## config.mk

```make
export PLATFORM = sky130hd
export DESIGN_NAME = overlap_add_engine
export DESIGN_NICKNAME = d
export VERILOG_FILES = /design/src/rtl/overlap_add_engine.sv
export SDC_FILE = /design/constraint.sdc
export NUM_CORES = 1
export LEC_CHECK = 0
export CORE_MARGIN = 2
export CORE_UTILIZATION = 34
export CTS_CLUSTER_SIZE = 12
export DETAILED_ROUTE_END_ITERATION = 16
export HOLD_SLACK_MARGIN = 0.12
export PLACE_DENSITY = 0.68
export SYNTH_ARGS = -nofsm -noshare
export SYNTH_HDL_FRONTEND = slang
export SYNTH_SLANG_ARGS = --single-unit
```

## constraint.sdc

```tcl
create_clock -name clk -period 3.2 [get_ports clk]
set_clock_uncertainty 0.2 [all_clocks]
set_input_delay 0.32 -clock clk [delete_from_list [all_inputs] [get_ports clk]]
set_output_delay 0.32 -clock clk [all_outputs]
set_load 0.01 [all_outputs]
```

## src/rtl/overlap_add_engine.sv

```systemverilog
// Overlap/add sequencer for the AAC decoder: for each frame it reads the current window first half
// and the previous window second half from a per-channel slot ring, and streams the saturated sum.
module overlap_add_engine #(
  parameter int WIN_LEN   = 1024,
  parameter int WORD_LEN  = 16,
  parameter int NUM_SLOTS = 4,
  parameter int NUM_CH    = 2,
  parameter int ADDR_W    = 16,
  parameter int ADDR_BASE = 0,
  localparam int CH_W     = (NUM_CH > 1) ? $clog2(NUM_CH) : 1
) (
  input  logic                clk,
  input  logic                rst,
  input  logic                start,
  input  logic [CH_W-1:0]     ch_sel,
  output logic                busy,
  output logic                done,
  output logic [ADDR_W-1:0]   cur_addr,
  output logic [ADDR_W-1:0]   prev_addr,
  output logic                mem_rd_en,
  input  logic [WORD_LEN-1:0] cur_data,
  input  logic [WORD_LEN-1:0] prev_data,
  output logic [WORD_LEN-1:0] out_data,
  output logic                out_valid,
  input  logic                out_ready
);

  localparam int HALF_LEN = WIN_LEN / 2;
  localparam int IDX_W    = $clog2(HALF_LEN);
  localparam int SLOT_W   = $clog2(NUM_SLOTS);
  localparam logic [IDX_W-1:0]    LAST_IDX = IDX_W'(HALF_LEN - 1);
  localparam logic [WORD_LEN-1:0] SAT_MAX  = {1'b0, {(WORD_LEN-1){1'b1}}};
  localparam logic [WORD_LEN-1:0] SAT_MIN  = {1'b1, {(WORD_LEN-1){1'b0}}};

  typedef enum logic [2:0] {IDLE, FETCH, WAIT_MEM, OUT, DONE} stateT;

  stateT             stateQ, stateD;
  logic [CH_W-1:0]   chQ;
  logic [IDX_W-1:0]  idxQ;
  logic [SLOT_W-1:0] slotQ [NUM_CH];
  logic              firstFrameQ [NUM_CH];

  logic              startOk;
  logic [CH_W-1:0]   fetchCh;
  logic [IDX_W-1:0]  fetchIdx;
  logic [SLOT_W-1:0] fetchSlot, prevSlot;
  logic [WORD_LEN:0] sumWide;
  logic [WORD_LEN-1:0] satSum;

  // Offset within the ring region: ((ch*NUM_SLOTS + slot)*WIN_LEN) + offset
  function automatic logic [ADDR_W-1:0] addrOf(input logic [CH_W-1:0] ch,
                                               input logic [SLOT_W-1:0] slot,
                                               input logic [IDX_W:0] offset);
    return ADDR_W'(ADDR_BASE + (32'(ch) * NUM_SLOTS + 32'(slot)) * WIN_LEN) + ADDR_W'(offset);
  endfunction

  assign startOk = start && (32'(ch_sel) < NUM_CH);

  always_comb begin
    stateD = stateQ;
    busy   = (stateQ != IDLE);
    done   = (stateQ == DONE);
    case (stateQ)
      IDLE:     if (startOk) stateD = FETCH;
      FETCH:    stateD = WAIT_MEM;
      WAIT_MEM: stateD = OUT;
      OUT:      if (out_ready) stateD = (idxQ == LAST_IDX) ? DONE : FETCH;
      DONE:     stateD = IDLE;
      default:  stateD = IDLE;
    endcase
  end

  // Addresses for the next fetch: the first sample when a frame is accepted, otherwise idx+1
  always_comb begin
    fetchCh  = chQ;
    fetchIdx = idxQ + IDX_W'(1);
    if (stateQ == IDLE) begin
      fetchCh  = ch_sel;
      fetchIdx = '0;
    end
    fetchSlot = slotQ[fetchCh];
    prevSlot  = fetchSlot - SLOT_W'(1);
  end

  // The previous half is masked on a channel's first frame since no earlier window exists yet
  always_comb begin
    sumWide = {cur_data[WORD_LEN-1], cur_data}
            + (firstFrameQ[chQ] ? '0 : {prev_data[WORD_LEN-1], prev_data});
    satSum  = sumWide[WORD_LEN-1:0];
    if (sumWide[WORD_LEN] != sumWide[WORD_LEN-1])
      satSum = sumWide[WORD_LEN] ? SAT_MIN : SAT_MAX;
  end

  always_ff @(posedge clk or negedge rst) begin
    if (!rst) begin
      stateQ    <= IDLE;
      chQ       <= '0;
      idxQ      <= '0;
      cur_addr  <= '0;
      prev_addr <= '0;
      mem_rd_en <= 1'b0;
      out_data  <= '0;
      out_valid <= 1'b0;
      for (int c = 0; c < NUM_CH; c++) begin
        slotQ[c]       <= '0;
        firstFrameQ[c] <= 1'b1;
      end
    end else begin
      stateQ    <= stateD;
      mem_rd_en <= 1'b0;
      case (stateQ)
        IDLE: begin
          if (startOk) begin
            chQ       <= ch_sel;
            idxQ      <= '0;
            cur_addr  <= addrOf(fetchCh, fetchSlot, {1'b0, fetchIdx});
            prev_addr <= addrOf(fetchCh, prevSlot, {1'b1, fetchIdx});
            mem_rd_en <= 1'b1;
          end
        end
        WAIT_MEM: begin
          out_data  <= satSum;
          out_valid <= 1'b1;
        end
        OUT: begin
          if (out_ready) begin
            out_valid <= 1'b0;
            if (idxQ != LAST_IDX) begin
              idxQ      <= fetchIdx;
              cur_addr  <= addrOf(fetchCh, fetchSlot, {1'b0, fetchIdx});
              prev_addr <= addrOf(fetchCh, prevSlot, {1'b1, fetchIdx});
              mem_rd_en <= 1'b1;
            end
          end
        end
        DONE: begin
          slotQ[chQ]       <= slotQ[chQ] + SLOT_W'(1);
          firstFrameQ[chQ] <= 1'b0;
        end
        default: ;
      endcase
    end
  end

endmodule
```

# Word-level counts from Yosys, hierarchy flattened
# Index checks and enable logic that the tools add are counted.
dict set report word_totals {
  ff_bits 69
  latch_bits 0
  ramBits 0
  mem_bits_ro 0
  in_bits 37
  out_inout_bits 52
  n_memories 0
}
dict set report op_classes {
  addsub 8
  n_mul 0
  div_mod_pow 0
  magnitude_cmp 3
  n_eq_ne 10
  shifts 0
  muxes 41
  bitwise_logic 4
  n_reduce_logical 9
}
# cell n
set ops {}
lappend ops {{$mux W16} 8}
lappend ops {{$pmux W16 S2} 2}
lappend ops {{$mux W9} 4}
lappend ops {{$pmux W9 S2} 1}
lappend ops {{$add A17 B17 Y17} 1}
lappend ops {{$mux W17} 1}
lappend ops {{$add A14 B10 Y15} 1}
lappend ops {{$add A14 B9 Y15} 1}
lappend ops {{$mux W2} 7}
lappend ops {{$pmux W3 S4} 1}
lappend ops {{$add A9 B1 Y9 const B} 1}
lappend ops {{$eq A9 B9 Y1 const B} 1}
lappend ops {{$mux W1} 9}
lappend ops {{$mux W3} 3}
lappend ops {{$ne A9 B9 Y1 const B} 1}
lappend ops {{$add A3 B2 Y4} 2}
lappend ops {{$eq A3 B2 Y1 const B} 2}
lappend ops {{$ne A2 B2 Y1 const B} 3}
lappend ops {{$reduce_and A2 Y1} 3}
lappend ops {{$bwmux W4} 1}
lappend ops {{$ge A2 B2 Y1 const B} 2}
lappend ops {{$not A1 Y2} 2}
lappend ops {{$pmux W1 S2} 2}
lappend ops {{$reduce_and A4 Y1} 1}
lappend ops {{14 further kinds} 15}

# Longest topological paths before layout
# Gate-level depths: netlist of run 1.
dict set report logic_depth {
  ltp_word 12
  mapped_depth 14
  depth_no_buf 12
}

# Least setup slack after synthesis of run 1
# OpenSTA, ideal clock, no wires.
dict set report synth_timing {
  path_type {flip-flop to flip-flop}
  start {register chQ}
  end {register out_data[0]}
  setup_time_ps 82
  arrival_ps 2837
  t_required_ps 2918
  slack_ps 81
  stages_incl_launch_ff 14
  synth_period_minus_slack_ps 3119
  path_cell_list {dfrtp_1 > mux2i_1 > clkbuf_1 > and2_1 > ha_1 > inv_1 > fa_1 > nand2b_1 > a21oi_1 > o21a_1 > nor3_2 > nor2_2 > nand2_4 > a31oi_1}
}
dict set report synth_via {
  elab_chain_cells 8
  elab_cells_between_ends 9
  cone_classes {1 x add/sub; 1 x eq/ne; 6 x mux; 1 x bitwise}
}
# item line_no
set synth_lines {}
lappend synth_lines {{start, declared} 38} ;# logic [CH_W-1:0] chQ;
lappend synth_lines {{start signal, assigned} 114} ;# chQ <= ch_sel;
lappend synth_lines {{$not A1 Y2 (implied by the code) (*)} 88} ;# + (firstFrameQ[chQ] ? '0 : {prev_data[WORD_LEN-1], prev_data});
lappend synth_lines {{$mux W1 (implied by the code) (*) (3 in a row)} 88}
lappend synth_lines {{$mux W17 (*)} 88}
lappend synth_lines {{$add A17 B17 Y17 (*)} 88}
lappend synth_lines {{$mux W16 / $ne A1 B1 Y1 (equally long branches)} {91, 90}}
lappend synth_lines {{$mux W16 (*)} 90} ;# if (sumWide[WORD_LEN] != sumWide[WORD_LEN-1])
lappend synth_lines {{end signal, assigned} 122} ;# out_data <= satSum;
lappend synth_lines {{end, declared} 23} ;# output logic [WORD_LEN-1:0] out_data,
# Every way passes the cells marked *; elsewhere a longest branch is shown, timed or not. The select of a mux whose other input is x is not followed.
# A chain may end at the register's enable or synchronous reset.

# Final worst setup path of run 1
dict set report layout_timing {
  start {register firstFrameQ[0] in the netlist's numbering}
  end {register out_data[3]}
}
dict set report layout_via {
  elab_chain_cells 7
  elab_cells_between_ends 8
  cone_classes {1 x add/sub; 1 x eq/ne; 6 x mux}
}
# item line_no
set layout_lines {}
lappend layout_lines {{start, declared} 41} ;# logic firstFrameQ [NUM_CH];
lappend layout_lines {{start signal, assigned by index} 106} ;# firstFrameQ[c] <= 1'b1;
lappend layout_lines {{start signal, assigned by index} 138} ;# firstFrameQ[chQ] <= 1'b0;
lappend layout_lines {{$mux W1 (implied by the code) (*) (3 in a row)} 88}
lappend layout_lines {{$mux W17 (*)} 88}
lappend layout_lines {{$add A17 B17 Y17 (*)} 88}
lappend layout_lines {{$mux W16 / $ne A1 B1 Y1 (equally long branches)} {91, 90}}
lappend layout_lines {{$mux W16 (*)} 90}
# Marked as above.

==> results of run 1 <==
[per-layer routing]
layer,global-route usage,up-vias,part of all wire
met5,0,-,0
met4,0.0182,0,0.0066
met3,0.0208,6,0.044
met2,0.265,84,0.51
met1,0.190,1353,0.44
li1,-,1445,-
[placed cells by master, fill, tap and decap left out, drive strengths merged, types with 8 or more instances in the layout]
cell	synthesis	routed
a21o	8	8
a21oi	20	20
a31oi	12	12
and2	17	17
and3	10	10
buf	22	27
clkdlybuf4s50	0	80
dfrtp	50	50
ha	18	18
inv	8	8
nand2	41	41
nand3	9	9
nor2	28	28
o21ai	28	28
xnor2	9	9
xor2	11	11
[final timing paths]
kind,from,endpoint,slack (ns),cells past startpoint
setup reg to reg,firstFrameQ[0],out_data[3],0.13,14
hold reg to reg,slotQ[1],slotQ[1],0.27,1
hold / removal,slotQ[1],slotQ[1],0.27,1
setup / recovery,firstFrameQ[0],out_data[3],0.13,14
max in group asynchronous,rst,chQ,1.53,2
min in group asynchronous,rst,cur_addr[6],0.58,2
[registers in the layout (all words and copies together), names as in the netlist]
register,count
mem_rd_en,1
idxQ,9
out_valid,1
chQ,1
prev_addr,4
slotQ,4
stateQ,3
out_data,16
cur_addr,11
firstFrameQ,2
[metrics by stage]
step / worst slack [ns] / instance area [sq um] / hold WS [ns]
finish: 0.128 / 4750 / 0.274
global route: -0.0164 / 4750 / 0.308
CTS: 0.0509 / 4410 / 0.279
detailed placement: 0.0564 / 4310 / 0.263
global placement: 0.147 / 4310 / 0.250
floorplan: 0.0815 / 3370 / -0.176
[cells by family (layout without fill, tap and decap cells)]
logic type	after synthesis	in the layout	share of synthesized area
muxes	6	6	0.0183
other	1	7	0.00112
AOI/OAI and AO/OA	92	92	0.182
DFF	52	52	0.389
and+or+nand+nor	138	138	0.214
xor gates and xnor gates	20	20	0.0579
buffers and inverters	37	125	0.0643
adders and majority gates	19	19	0.0732
[layout make-up]
type | instances | share of cell area
clock buffer | 6 | 0.0174
clock inverter | 2 | 0.00316
inverter | 8 | 0.00632
multi-input combinational | 282 | 0.442
sequential | 52 | 0.275
tap | 133 | 0.0350
timing repair buffer | 109 | 0.221
[synth_stat cells, types with 3 or more instances]
master    number
a31oi_1       11
and3_1        10
nor3_1         5
nand3_1        8
ha_1          18
dfrtp_1       50
o211ai_1       3
mux2i_1        5
nor2b_1        7
and2_1        16
a21oi_1       18
buf_2          4
a22o_1         4
buf_4         17
o21ai_1        8
o21a_1         3
o21ai_0       18
or3_1          3
nor2_1        26
inv_1          8
nand2_1       39
xor2_1        11
a21o_1         8
clkbuf_1       7
xnor2_1        8
nand2b_1       6
[critical path: cells and delay by family (launching register included)]
family / cells / cell delay (ns)
compound gates: 5 / 1.03
buf+inv: 5 / 0.70
flops: 1 / 0.57
fa+ha+maj: 1 / 0.29
simple gates: 2 / 0.14
mux: 1 / 0.07
[power groups by stage]
| stage | logic (mW) | clock network, mW | registers (mW) |
|---|---|---|---|
| 2_1_floorplan | 0.663 | 0 | 1.05 |
| 3_3_place_gp | 1.26 | 0 | 1.00 |
| 3_5_place_dp | 1.27 | 0 | 1.01 |
| 4_1_cts | 1.28 | 0.404 | 0.999 |
| 5_1_grt | 1.48 | 0.429 | 1.03 |
| 6_report | 1.33 | 0.388 | 0.996 |
[what timing repair did]
action | 4_1_cts | 5_1_grt
hold buffers | 1 | 0
endpoints found under the setup margin | 0 | 16
endpoints found under the hold margin | 50 | 0
gates resized for setup | 0 | 51
setup buffers | 0 | 7
==> flow_summary.toml, run 1 <==
[sta]
setup_violations = 0
fin_crit_sh = 0.960
worst_pin_slew_ns = 1.13
slew_headroom = 0.249
fmax_mhz = 326
finalSetupTns_ns = 0
final-max-slew-violation-count = 0
fin_crit_ns = 3.07
hold_viol_final = 0

[placed_design]
dp.cells = 574
port_buffers = 81
hpwl_mm = 6.07
routabilityCongestion = 0.837

[yosys]
avgSynthCellArea_sq_um = 9.17
syn_inst = 365
synth_ff_type = "dfrtp_1"
ys_seq_area_frac = 0.389
async_flop_share = 1.00
ys_ff_latch = 52
ys_warn_count = 0
synth_edf_count = 0
yosys.area.top_type = "dfrtp_1"
yosysTopAreaCellShare = 0.374
synth_area_sq_um = 3350
synth_cell_type_count = 60
synth.area.top_cells = "dfrtp_1 (37%), ha_1 (6.7%), nand2_1 (4.4%)"

[worst_setup_path]
crit_type = "reg -> reg"
worst_path_max_delay_cell = "dfstp_2"
required_ns = 3.22
critPathMostFrequentCell = "buf_4"
worst_setup_path_start_kind = "flip-flop"
crit_path_max_incr_delay_ns = 0.57
path_cells = "mux2i_4 -> buf_6 -> buf_4 -> nand2_2 -> inv_1 -> ha_1 -> a211oi_2 -> o21ai_2 -> buf_4 -> o21a_2 -> a31oi_4 -> clkbuf_16 -> nand2_1 -> a31oi_1"
arrival_ns = 3.10
cp_max_fo = 6
endpoint_kind = "flip-flop"

[detailed_routing]
drt_iter0_drc = 120
vias_per_cell = 4.88
via_count = 2888
drt-total-wl_mm = 8.13
detail-route-antenna-nets = 0
wire_per_inst_microns = 13.7
route.detailed.drc = 0
drt_pre_antenna_iters = 6

[pwr]
clockPowerShare = 0.143
p_int_mw = 1.72
swShare = 0.367
switchingPower_mw = 0.998
cellPowerDensity_nw_per_um2 = 572
leakagePower_nw = 2.03
finalPower_mw = 2.72
ir_drop_mv = 0.263
p_comb_frac = 0.491
seqPwrFrac = 0.366

[cts]
clk_latency_ns = 0.30
path_clk_slew_ns = 0.09
numCtsBuffers = 5
clk_path_buf_depth = 2
root_buffer = "clkbuf_8"
htree_levels = 2
tritoncts = "done"
cts.sink_count = 52

[floorplanning]
io_pins = 89
dieHeight_microns = 103
core_sq_um = 9680
initial_core_util = 0.346
die_area_sq_um = 10700
row_count = 36
die_width_microns = 103

[grt]
grt_max_degree = 53
antenna_found_initial = 0
grtUsageTotal = 0.146
grt_pass1_wl_mm = 12.7
grt_pass1_vias = 2689
grt-ovfl-total = 0

[cells_and_area]
final-instance-count-excl-fill = 592
final_net_count = 514
area_growth_pct = 41.8
fin_util = 0.490
drive_gt1_frac = 0.196
regArea_sq_um = 1300
multi_input_area_sq_um = 2100
nFillCells = 924
antenna_cells = 0

[status]
outcome = "finished, final reports clean"

[flow_run]
drv_cap = 0

[min_path]
hp-class = "reg -> reg"
Note: power is estimated with default switching activity, not from simulation.
==> run 2, diff against run 1 <==
--- a/config.mk
+++ b/config.mk
@@ -9,6 +9,7 @@
 export CORE_UTILIZATION = 34
 export CTS_CLUSTER_SIZE = 12
 export DETAILED_ROUTE_END_ITERATION = 16
+export GPL_ROUTABILITY_DRIVEN = 0
 export HOLD_SLACK_MARGIN = 0.12
 export PLACE_DENSITY = 0.68
 export SYNTH_ARGS = -nofsm -noshare
==> run 2 against run 1 <==
  * Utilization down 1.5 points
  * Hold slack lost 0.0018 ns
  * Clock-buffer cell count is 1 higher
  * Flip-flop and latch count stayed put
  * First-iteration DRC count down 14%
  * Sequential share of layout area up 0.85 points
  * Clock power fell by 9.0%
  * Wire length down 5.0%
  * Largest power group unchanged
==> flow_summary.toml, run 2 (same netlist as run 1, synthesis figures left out) <==
[status]
outcome = "finished, final reports clean"

[detailed_routing]
wire_per_inst_microns = 13.1
route.detailed.drc = 0
drt_pre_antenna_iters = 4
vias_per_cell = 4.89
drt-total-wl_mm = 7.72
via_count = 2883
detail-route-antenna-nets = 0
drt_iter0_drc = 103

[placed_design]
pre_cts_slack_ns = -0.0807
hpwl_mm = 5.88
dp.cells = 572
placed_area_sq_um = 4280
port_buffers = 81

[cts]
clk_latency_ns = 0.30
root_buffer = "clkbuf_8"
htree_levels = 2
clk_path_buf_depth = 2
path_clk_slew_ns = 0.09
numCtsBuffers = 5
tritoncts = "done"
cts.sink_count = 52

[cells_and_area]
layout_commonest_cell = "clkdlybuf4s50_1"
layout_common_cells = "clkdlybuf4s50_1 (80), dfrtp_1 (50), nand2_1 (37), nor2_1 (25), buf_4 (22)"
drive_gt1_frac = 0.162
fin_area_sq_um = 4610
final-instance-count-excl-fill = 590
largest-register = "out_data"
final_net_count = 512
top_regs = "out_data x16, cur_addr x11, idxQ x9"
area_growth_pct = 37.6
largest_register_ffs = 16
antenna_cells = 0

[pwr]
cellPowerDensity_nw_per_um2 = 578
clockPowerShare = 0.133
finalPower_mw = 2.66
seqPwrFrac = 0.374
leakagePower_nw = 1.99
switchingPower_mw = 0.983
p_comb_frac = 0.493
p_int_mw = 1.68
swShare = 0.369
ir_drop_mv = 0.303

[floorplanning]
die_width_microns = 103
row_count = 36
die_area_sq_um = 10700
dieHeight_microns = 103
core_sq_um = 9680
io_pins = 89
initial_core_util = 0.346

[worst_setup_path]
worst-r2r-setup-slack_ns = 0.10
arrival_ns = 3.09
worst_setup_path_start_kind = "flip-flop"
critPathMostFrequentCell = "buf_4"
endpoint_kind = "flip-flop"
worst_path_max_delay_cell = "dfrtp_1"
regToRegEndpoint = "out_data[4]"
cp_max_fo = 5
worstSetupStartpoint = "chQ"
reg2reg_depth = 13
crit_path_max_incr_delay_ns = 0.41
path_cells = "mux2i_4 -> buf_4 -> clkdlybuf4s15_2 -> and2_1 -> ha_4 -> a21oi_1 -> o21ai_2 -> nand4bb_4 -> nor3_4 -> buf_4 -> a31oi_4 -> a221oi_2 -> nor2_1"
required_ns = 3.19
crit_type = "reg -> reg"
r2r_start = "chQ"

[sta]
fmax_mhz = 323
setup_ws_ns = 0.100
setup_violations = 0
hold_ws_ns = 0.272
worst_pin_slew_ns = 1.11
fin_crit_sh = 0.969
final-max-slew-violation-count = 0
hold_viol_final = 0
fin_crit_ns = 3.10
slew_headroom = 0.258
grt_setup_unrepaired = "yes"

[flow_run]
drv_cap = 0

[grt]
grt_max_degree = 53
antenna_found_initial = 0
grt-ovfl-total = 0
grt_pass1_vias = 2630
grtUsageTotal = 0.139
grt_pass1_wl_mm = 12.0

[min_path]
hp-class = "reg -> reg"
worstHoldEndpoint = "prev_addr[9]"
worstHoldPathCells = 1
holdCritStartpoint = "prev_addr[9]"
## run 2: cell count changes in the layout (fill, tap and decap cells not counted), sizes merged
| cell | previous run | this run |
|---|---|---|
| buf | 27 | 24 |
| clkdlybuf4s15 | 0 | 1 |
| clkinvlp | 2 | 0 |
| clkinv | 0 | 1 |
| a31oi | 12 | 13 |
## run 2: how the worst max path moves through the flow
stage	slack, ns	to
2_1_floorplan	0.08	out_data[0]
3_3_place_gp	0.02	out_data[6]
3_5_place_dp	-0.08	out_data[14]
4_1_cts	0.03	out_data[1]
5_1_grt	-0.03	out_data[4]
6_report	0.10	out_data[4]
## run 2: per-stage QoR
stage,setup TNS [ns],utilization
finish,0,0.476
global route,-0.0887,0.476
CTS,0,0.452
detailed placement,-0.699,0.442
global placement,0,0.442
floorplan,0,-
## run 2: layout make-up
cell class              count  area (sq um)
flip-flops and latches     52          1300
inverters                   8          30.0
fillers                   943          5080
repair buffers            106          1000
clock inverters             1          5.00
multi-input cells         283          2020
well taps                 133           166
clock buffers               7          76.3
## run 2: critical path, delay by kind of cell, from the launching register on
kind / cells / cell delay, ns
compound gates: 4 / 0.70
fa+ha+maj: 1 / 0.22
buf+inv: 3 / 0.51
flops: 1 / 0.41
mux: 1 / 0.26
simple gates: 4 / 0.70
## run 2: layer usage
metal / wire (microns) / global-route usage
met1: 3520 / 0.178
met2: 3770 / 0.247
met3: 364 / 0.0235
met4: 62 / 0.0304
met5: 0 / 0
## run 2: power groups by stage
stage	Clock (mW)	Sequential [mW]	Combinational, mW
4_1_cts	0.368	0.996	1.28
6_report	0.353	0.995	1.31
3_5_place_dp	0	1.01	1.27
5_1_grt	0.395	1.02	1.46
2_1_floorplan	0	1.05	0.663
3_3_place_gp	0	1.00	1.25
## run 2: what timing repair did
item,4_1_cts,5_1_grt
setup buffers,0,7
resized for setup,1,32
pin swaps,0,8
endpoints found under the setup margin,12,16
cloned,0,2
hold buffers,1,0
hold endpoints to repair,50,0
==> run 3, diff against run 2 <==
--- a/config.mk
+++ b/config.mk
@@ -5,7 +5,6 @@
 export SDC_FILE = /design/constraint.sdc
 export NUM_CORES = 1
 export LEC_CHECK = 0
-export CORE_MARGIN = 2
 export CORE_UTILIZATION = 34
 export CTS_CLUSTER_SIZE = 12
 export DETAILED_ROUTE_END_ITERATION = 16
==> run 3 against run 2 <==
  * Critical path depth decreased by 2
  * Final cell count decreased by 2.5%
  * Wire length decreased by 1.6%
  * Critical path type unchanged
==> flow_summary.toml, run 3 (same netlist as run 1, synthesis figures left out) <==
[detailed_routing]
vias_per_cell = 4.91
wire_per_inst_microns = 13.2
drt-total-wl_mm = 7.59
drt_iter0_drc = 116
drt_pre_antenna_iters = 5
detail-route-antenna-nets = 0
via_count = 2824
route.detailed.drc = 0

[min_path]
hp-class = "reg -> reg"

[worst_setup_path]
endpoint_kind = "flip-flop"
crit_type = "reg -> reg"
cp_max_fo = 15
worst_setup_path_start_kind = "flip-flop"
required_ns = 3.19
arrival_ns = 3.07

[pwr]
clockPowerShare = 0.146
p_int_mw = 1.67
switchingPower_mw = 0.991
leakagePower_nw = 1.93
swShare = 0.372
finalPower_mw = 2.66
p_comb_frac = 0.480
seqPwrFrac = 0.374
cellPowerDensity_nw_per_um2 = 603
ir_drop_mv = 0.224

[cells_and_area]
antenna_cells = 0
nFillCells = 945
layout_commonest_cell = "clkdlybuf4s50_1"
largest-register = "out_data"
regArea_sq_um = 1300
largest_register_ffs = 16
final_net_count = 501
drive_gt1_frac = 0.108
fin_util = 0.471
layout_common_cells = "clkdlybuf4s50_1 (80), dfrtp_1 (50), nand2_1 (39), nor2_1 (26)"
top_regs = "out_data x16, cur_addr x11, idxQ x9"
multi_input_area_sq_um = 1910
fin_area_sq_um = 4410
area_growth_pct = 31.8

[cts]
post_cts_buffers = 0
clk_path_buf_depth = 2
path_clk_slew_ns = 0.09
clk_latency_ns = 0.31
cts.sink_count = 52
root_buffer = "clkbuf_8"
numCtsBuffers = 5
htree_levels = 2
tritoncts = "done"

[grt]
grt_pass1_vias = 2716
grt_pass1_wl_mm = 12.5
antenna_found_initial = 0
grt_max_degree = 53
grt-ovfl-total = 0
grtUsageTotal = 0.152

[floorplanning]
row_count = 35
die_width_microns = 101
initial_core_util = 0.357
io_pins = 89
dieHeight_microns = 101
die_area_sq_um = 10200
core_sq_um = 9370

[sta]
fin_crit_sh = 0.963
hold_viol_final = 0
slew_headroom = 0.250
worst_pin_slew_ns = 1.13
hold_ws_ns = 0.272
final-max-slew-violation-count = 0
finalSetupTns_ns = 0
setup_violations = 0
fin_crit_ns = 3.08
fmax_mhz = 325

[placed_design]
placed_area_sq_um = 4250
hpwl_mm = 5.84
port_buffers = 81

[flow_run]
drv_cap = 0

[status]
outcome = "finished, final reports clean"
-- run 3: routing by layer --
| layer | up-vias | track usage | share of wire |
|---|---|---|---|
| met5 | - | 0 | 0 |
| met4 | 0 | 0.0457 | 0.013 |
| met3 | 10 | 0.0235 | 0.041 |
| met2 | 85 | 0.269 | 0.49 |
| met1 | 1302 | 0.190 | 0.46 |
| li1 | 1427 | - | - |
-- run 3: worst max-delay path: stages (launching register included) --
cell and delay, ns:
dfstp_2 0.55, mux2i_2 0.09, buf_6 0.15, and2_1 0.16, ha_1 0.32, a21oi_1 0.23
o21ai_2 0.11, nand4bb_1 0.29, nor3_4 0.35, a31oi_4 0.18, a221oi_2 0.27, nor2_1 0.07
-- run 3: through the flow --
step	setup slack, ns	cells
3_5_place_dp	-0.0763	565
2_1_floorplan	0.0815	371
3_3_place_gp	-0.0104	565
5_1_grt	-0.00834	575
4_1_cts	0.0434	574
6_report	0.120	575
-- run 3: power by group through the flow --
stage | combinational, mW | sequential, mW | clock (mW)
2_1_floorplan | 0.663 | 1.05 | 0
3_3_place_gp | 1.25 | 1.00 | 0
3_5_place_dp | 1.27 | 1.01 | 0
4_1_cts | 1.28 | 0.999 | 0.401
5_1_grt | 1.42 | 1.02 | 0.426
6_report | 1.28 | 0.997 | 0.388
-- run 3: what timing repair did --
action,in CTS,in global routing
cloned,0,1
gates resized for setup,1,8
endpoints found under the setup margin,3,15
pin swaps,0,3
hold endpoints to repair,50,0
hold buffers,1,0
-- run 3: final cells by class --
class / count / area share
clock buffers: 6 / 0.0187
multi-input cells: 283 / 0.433
clock inverters: 2 / 0.00227
inverters: 8 / 0.00680
flip-flops and latches: 52 / 0.295
well taps: 129 / 0.0366
repair buffers: 95 / 0.208
-- run 3: final timing paths --
path | startpoint | to | slack (ns) | cells past startpoint
min reg2reg | slotQ[3] | slotQ[3] | 0.27 | 1
max in group asynchronous | rst | out_data[13] | 1.55 | 2
max | firstFrameQ[0] | out_data[4] | 0.12 | 11
max reg2reg | firstFrameQ[0] | out_data[4] | 0.12 | 11
min | slotQ[3] | slotQ[3] | 0.27 | 1
min in group asynchronous | rst | cur_addr[3] | 0.56 | 2
